--- config.mk ---
export PLATFORM = sky130hd
export DESIGN_NAME = fwd_hazard_unit
export DESIGN_NICKNAME = d
export VERILOG_FILES = /design/src/rtl/fwd_hazard_unit.sv
export SDC_FILE = /design/constraint.sdc
export NUM_CORES = 1
export LEC_CHECK = 0
export BUFFER_PORTS_ARGS = -buffer_cell sky130_fd_sc_hd__clkbuf_2
export CAP_MARGIN = 20
export CELL_PAD_IN_SITES_DETAIL_PLACEMENT = 0
export CELL_PAD_IN_SITES_GLOBAL_PLACEMENT = 2
export CORE_MARGIN = 3
export CORE_UTILIZATION = 32
export DETAILED_ROUTE_END_ITERATION = 10
export GPL_TIMING_DRIVEN = 1
export PLACE_DENSITY_LB_ADDON = 0.25
export SLEW_MARGIN = 10
export SYNTH_ARGS = -nofsm -noshare
export SYNTH_HDL_FRONTEND = slang
export SYNTH_SLANG_ARGS = --single-unit
--- constraint.sdc ---
create_clock -name clk -period 5.3 [get_ports clk]
set_input_delay 0.265 -clock clk [delete_from_list [all_inputs] [get_ports clk]]
set_output_delay 0.265 -clock clk [all_outputs]
set_load 0.005 [all_outputs]
--- src/rtl/fwd_hazard_unit.sv ---
// Forwarding and load-use hazard controller for a 5-stage in-order pipeline.
//
// Tracks the destination tags of the instructions sitting in EX and MEM and, on
// each edge, registers the ALU operand-select codes for the instruction that is
// moving from ID into EX. A combinational stall holds PC and IF/ID for one cycle
// when the ID instruction reads the destination of a load that is currently in EX.
// A taken branch (flush) kills the ID instruction. A saturating counter records
// the number of stall cycles for performance debug.
//
// Ports:
//   clk, rst_n            clock (rising edge), synchronous active-low reset
//   id_valid              instruction in ID is valid
//   id_rs1, id_rs2        ID source register addresses
//   id_rs1_used/_rs2_used ID instruction actually reads rs1 / rs2
//   id_rd                 ID destination register address
//   id_regwrite           ID instruction writes the register file
//   id_memread            ID instruction is a load
//   flush                 kill the ID instruction (branch taken in EX)
//   stall                 hold PC and IF/ID this cycle (combinational)
//   fwd1_sel, fwd2_sel    EX operand select: 00 regfile, 01 EX/MEM, 10 MEM/WB
//   ex_valid              EX holds a real instruction
//   stall_count           saturating count of stall cycles
//
// The WB copy of the tag and the MEM memread flag are not stored: the register
// file is write-before-read, so nothing downstream of MEM is ever forwarded, and
// only a load still in EX can cause a stall.
module fwd_hazard_unit #(
  parameter int unsigned AW           = 3,
  parameter int unsigned R0_HARDWIRED = 1,
  parameter int unsigned CNT_W        = 16
) (
  input  logic             clk,
  input  logic             rst_n,
  input  logic             id_valid,
  input  logic [AW-1:0]    id_rs1,
  input  logic [AW-1:0]    id_rs2,
  input  logic             id_rs1_used,
  input  logic             id_rs2_used,
  input  logic [AW-1:0]    id_rd,
  input  logic             id_regwrite,
  input  logic             id_memread,
  input  logic             flush,
  output logic             stall,
  output logic [1:0]       fwd1_sel,
  output logic [1:0]       fwd2_sel,
  output logic             ex_valid,
  output logic [CNT_W-1:0] stall_count
);

  // EX stage tag
  logic          ex_v_q, ex_rw_q, ex_mr_q;
  logic [AW-1:0] ex_rd_q;
  // MEM stage tag
  logic          mem_v_q, mem_rw_q;
  logic [AW-1:0] mem_rd_q;

  logic [1:0]       fwd1_sel_q, fwd1_sel_d;
  logic [1:0]       fwd2_sel_q, fwd2_sel_d;
  logic [CNT_W-1:0] cnt_q;

  logic ex_hit1, ex_hit2, mem_hit1, mem_hit2;
  logic load_ex;

  // A producer matches a source address only if it is live and writes the
  // register file; address 0 never matches when r0 is hardwired to zero.
  function automatic logic tag_match(input logic          v,
                                     input logic          rw,
                                     input logic [AW-1:0] rd,
                                     input logic [AW-1:0] a);
    logic is_r0;
    is_r0 = (R0_HARDWIRED != 0) && (a == '0);
    return v && rw && (rd == a) && !is_r0;
  endfunction

  always_comb begin
    ex_hit1  = id_rs1_used && tag_match(ex_v_q, ex_rw_q, ex_rd_q, id_rs1);
    ex_hit2  = id_rs2_used && tag_match(ex_v_q, ex_rw_q, ex_rd_q, id_rs2);
    mem_hit1 = id_rs1_used && tag_match(mem_v_q, mem_rw_q, mem_rd_q, id_rs1);
    mem_hit2 = id_rs2_used && tag_match(mem_v_q, mem_rw_q, mem_rd_q, id_rs2);

    // flush wins over stall; reset suppresses stall entirely
    stall   = rst_n && id_valid && !flush && ex_mr_q && (ex_hit1 || ex_hit2);
    load_ex = id_valid && !flush && !stall;

    // Youngest producer (EX) wins over MEM; a bubble gets regfile selects.
    fwd1_sel_d = 2'b00;
    fwd2_sel_d = 2'b00;
    if (load_ex) begin
      if (ex_hit1)       fwd1_sel_d = 2'b01;
      else if (mem_hit1) fwd1_sel_d = 2'b10;
      if (ex_hit2)       fwd2_sel_d = 2'b01;
      else if (mem_hit2) fwd2_sel_d = 2'b10;
    end
  end

  always_ff @(posedge clk) begin
    if (!rst_n) begin
      ex_v_q     <= 1'b0;
      ex_rw_q    <= 1'b0;
      ex_mr_q    <= 1'b0;
      ex_rd_q    <= '0;
      mem_v_q    <= 1'b0;
      mem_rw_q   <= 1'b0;
      mem_rd_q   <= '0;
      fwd1_sel_q <= 2'b00;
      fwd2_sel_q <= 2'b00;
      cnt_q      <= '0;
    end else begin
      // MEM always advances; only the ID->EX transfer is gated
      mem_v_q    <= ex_v_q;
      mem_rw_q   <= ex_rw_q;
      mem_rd_q   <= ex_rd_q;
      ex_v_q     <= load_ex;
      ex_rw_q    <= load_ex && id_regwrite;
      ex_mr_q    <= load_ex && id_memread;
      ex_rd_q    <= id_rd;
      fwd1_sel_q <= fwd1_sel_d;
      fwd2_sel_q <= fwd2_sel_d;
      if (stall && (cnt_q != '1)) begin
        cnt_q <= cnt_q + CNT_W'(1);
      end
    end
  end

  assign fwd1_sel    = fwd1_sel_q;
  assign fwd2_sel    = fwd2_sel_q;
  assign ex_valid    = ex_v_q;
  assign stall_count = cnt_q;

endmodule

=== Yosys cells after proc, flatten, opt, wreduce, memory -nomap -nowiden ===
Cells that the tools add are included.
Widths: inputs -> output; s select.

* Register bits after elaboration: 31
* Latch bits: 0
* RAM bits: 0
* Memory bits (read-only): 0
* Memories: 0

* $add $sub $neg: 1
* Multipliers: 0
* Divide/modulo/power cells: 0
* $lt $le $gt $ge: 0
* Equality and inequality tests: 5
* Shifts and indexed selects: 0
* Multiplexer cells: 4
* Bitwise operators: 2
* Reduce and logical (&&, ||, !) cells: 33

{| class="wikitable"
|+ Operator list
! kind !! number
|-
| $logic_and 1x1->1 || 23
|-
| $add 16x1->16 const B || 1
|-
| $ne 16x16->1 const B || 1
|-
| $eq 3x3->1 || 4
|-
| $logic_not 3->1 || 2
|-
| $reduce_or 3->1 || 2
|-
| $logic_not 1->1 || 4
|-
| $mux 2 || 2
|-
| $mux 1 || 2
|-
| $not 1->1 || 2
|-
| $reduce_and 2->1 || 1
|-
| $logic_or 1x1->1 || 1
|}

=== Longest topological paths before layout ===
* Depth after elaboration: 10
* Depth in mapped cells: 7

=== Least setup slack after synthesis ===
OpenSTA, ideal clock, no wires.

* Path type: register -> output
* Start: register ex_rd_q[1]
* End: output port stall
* Arrival time: 1.738 ns
* Setup slack: 3.297 ns
* Stages on the path, launching flop included: 7
* Buffers on the path: 1
* Cells stage by stage: dfxtp_1 or3b_1 a211o_1 a21oi_4 nor2_2 buf_6 nor4_1

* Cells in the longest elaborated chain, start to end: 6
* Elaborated cells between the ends (all ways): 10
* Classes of those cells: 2 x eq/ne; 8 x reduce/logical

{| class="wikitable"
|+ RTL lines
! item !! RTL line !! RTL
|-
| start, declared || 52 || <nowiki>logic [AW-1:0] ex_rd_q;</nowiki>
|-
| start signal, assigned || 116 || <nowiki>ex_rd_q <= id_rd;</nowiki>
|-
| $eq 3x3->1 || 72 || <nowiki>return v && rw && (rd == a) && !is_r0;</nowiki>
|-
| $logic_and 1x1->1 (2 in a row) || 72 ||
|-
| $logic_and 1x1->1, on equally long branches || 76, 77 ||
|-
| $logic_or 1x1->1 * || 82 || <nowiki>stall = rst_n && id_valid && !flush && ex_mr_q && (ex_hit1 || ex_hit2);</nowiki>
|-
| $logic_and 1x1->1 * || 82 ||
|-
| end, declared || 43 || <nowiki>output logic stall,</nowiki>
|}

Mark *: on every way between the ends. The rest lies on a longest branch, timed or not.

=== Final worst setup path ===
* Start: register ex_rd_q[2]
* End: output port stall

The elaborated chain is that of the path after synthesis.

==> results.txt <==
Outcome - finished clean
Initial Util - 34.6%
Pwr/cell area - 260 nW/um2
Yosys warnings - 0
Placer Congestion - 0.795
Largest net degree at the start of global routing - 20
Die width - 73.4 um
Bufs on Longest Clock Path - 2
Synth cell count leaders - dfxtp_1 (31), nand2_1 (15), a21oi_1 (11), and2_1 (11), nor2_1 (9)
Syn-to-layout area delta - 22.6%
Crit end category - output port
Slew @ Worst Pin - 481 ps
Setup Buffers After CTS - 0
Post-DP HPWL - 2.76 mm
Post-CTS Resized - 0
Routed wl met3 - 214 um
Post-synth top area cell - dfxtp_1
RR Startpoint - ex_rd_q[2]
First-pass GRT wire length - 6.09 mm
Register-to-Register Path Depth - 6
Max_slew headroom - 67.9%
Hold Path Sink - ex_mr_q
Critical path class - flip-flop to output port
Async set-reset flop share out of synthesis - 0%
HP Class - input port to flip-flop
DRC - 0
Setup_tns - 0 ps
Static Leak - 0.682 nW
Synthesized area - 1460 um2
Post-layout minimum cycle time - 2600 ps
Clk sinks - 31
FF-to-FF setup slack - 3120 ps
Max IR drop VDD - 0.135 mV
Final Hold Fails - 0
Total GRT Usage - 14.6%
Fin util - 42.5%
Final setup fails - 0
DRT Pass-1 Iters - 4
Routed Antenna Nets - 0
Initial antenna violation count - 0
PortBufs - 38
EDFF count, synth - 0
CTS H-tree depth - 2
Metal1 wirelength - 1.76 mm
Syn Inst Count - 165
Seq/Total Area, Yosys - 42.6%
Vias in the first global route - 1294
CTS root buffer - clkbuf_8
Period utilization - 49.1%
CP Launch Type - flip-flop
CP arrival - 2340 ps
WHS Path Cells - 2
CTS Hold Bufs - 0
Met2 Wirelength - 1.55 mm
Top-area cell type share of the netlist area - 42.6%
Top area cells in the synthesized netlist - dfxtp_1 (43%), and2_1 (4.7%), xnor2_1 (4.2%)
Max cap viols - 0
Vias per cell - 5.23
Number of synthesized register bits - 31
Total Wirelength - 3.57 mm
1st-iter DRT viols - 38
Avg Inst Size Synth - 8.82 um2
I/O pins - 39
Worst skew pair latency - 270 ps
Ys flop type - dfxtp_1
Count leader, synth - dfxtp_1
Synth Net Count - 183
GRT overflow - 0
Final worst slack - 2700 ps
Core area - 4200 um2
CTS Buf Count - 5
RR Endpoint - stall_count[12]
Rows - 23
WL per Instance - 13.9 um
Share of layout cells above drive strength 1 - 23.7%
RSZ-0062 raised after global routing - false
Worst-path fanout max - 13
Pre-CTS WS - 2950 ps
DR vias - 1343
FMAX - 384 MHz
Skew final - 6.75 ps
Netlist cell types - 33
Max Slew Vio Count - 0
Die Y - 73.4 um
Worst endpoint required time - 5040 ps
Top routing layer used - met4
CTS tree - done
Final #Nets - 224
Die Area - 5390 um2
Hold_sp - id_memread
Antenna cells - 0
CTS clk-pin slew, worst paths - 60 ps
[worst max path at each step]
| stage | startpoint | end | cells after the start |
|---|---|---|---|
| 2_1_floorplan | ex_rd_q[1] | stall | 6 |
| 3_3_place_gp | id_rs1[2] | stall | 7 |
| 3_5_place_dp | id_rs1[2] | stall | 7 |
| 4_1_cts | ex_rd_q[2] | stall | 6 |
| 5_1_grt | ex_rd_q[2] | stall | 6 |
| 6_report | ex_rd_q[2] | stall | 6 |
[routing by layer]
layer / global-route usage [%] / vias to the layer above
li1: - / 681
met2: 21.6 / 41
met1: 20.4 / 614
met5: 0 / -
met3: 4.24 / 7
met4: 4.83 / 0
[kinds of logic (layout without fill, tap and decap cells)]
group / count (synthesis) / count (layout) / share of synthesized area [%]
muxes: 4 / 4 / 2.75
adders and majority gates: 1 / 1 / 0.860
DFF: 31 / 31 / 42.6
and+or+nand+nor: 79 / 79 / 30.1
xor gates and xnor gates: 11 / 11 / 6.62
AOI/OAI and AO/OA: 30 / 30 / 14.1
buffers and inverters: 9 / 51 / 2.92
[cell type report]
cell class | count | area [um2]
Clock buffer | 8 | 100
Fill cell | 416 | 2420
Inverter | 5 | 18.8
Multi-Input combinational cell | 125 | 792
Sequential cell | 31 | 621
Tap cell | 50 | 62.6
Timing Repair Buffer | 38 | 190
[where the power goes]
group,internal (mW),switching [mW],total [mW]
Clock,0.118,0.0805,0.199
Combinational,0.0118,0.0135,0.0253
Sequential,0.236,0.00365,0.240
Total,0.366,0.0976,0.464
[metrics by stage]
step,hold WS (ps),power (mW),instance area (um2),cells
final,196,0.464,1780,257
after detailed placement,475,0.271,1680,249
after CTS,189,0.474,1780,257
after floorplan,387,0.259,1460,165
after global placement,466,0.270,1680,249
after global routing,194,0.489,1780,257
[critical path: stages (launching register included)]
cell	delay, ps
dfxtp_1	350
xor2_1	170
nor4_1	360
o311a_1	390
nor2_2	170
nor4_1	430
clkbuf_2	190
[cell usage in the layout (no fill, tap or decap), drive strengths merged, types with 5 or more instances in the layout]
master  Yosys  layout
nand4       5       5
nand3       7       7
o21ai       7       7
clkbuf      2      46
xnor2       7       7
inv         5       5
nor2       11      11
or3         6       6
dfxtp      31      31
nand2      15      15
or4         5       5
and2       11      11
a21oi      12      12
[state kept, by name (all words and copies together) (netlist names), 2 cells and up]
register / flops
ex_rd_q: 3
fwd1_sel: 2
fwd2_sel: 2
mem_rd_q: 3
stall_count: 16
Power figures use the tool's default switching activity.
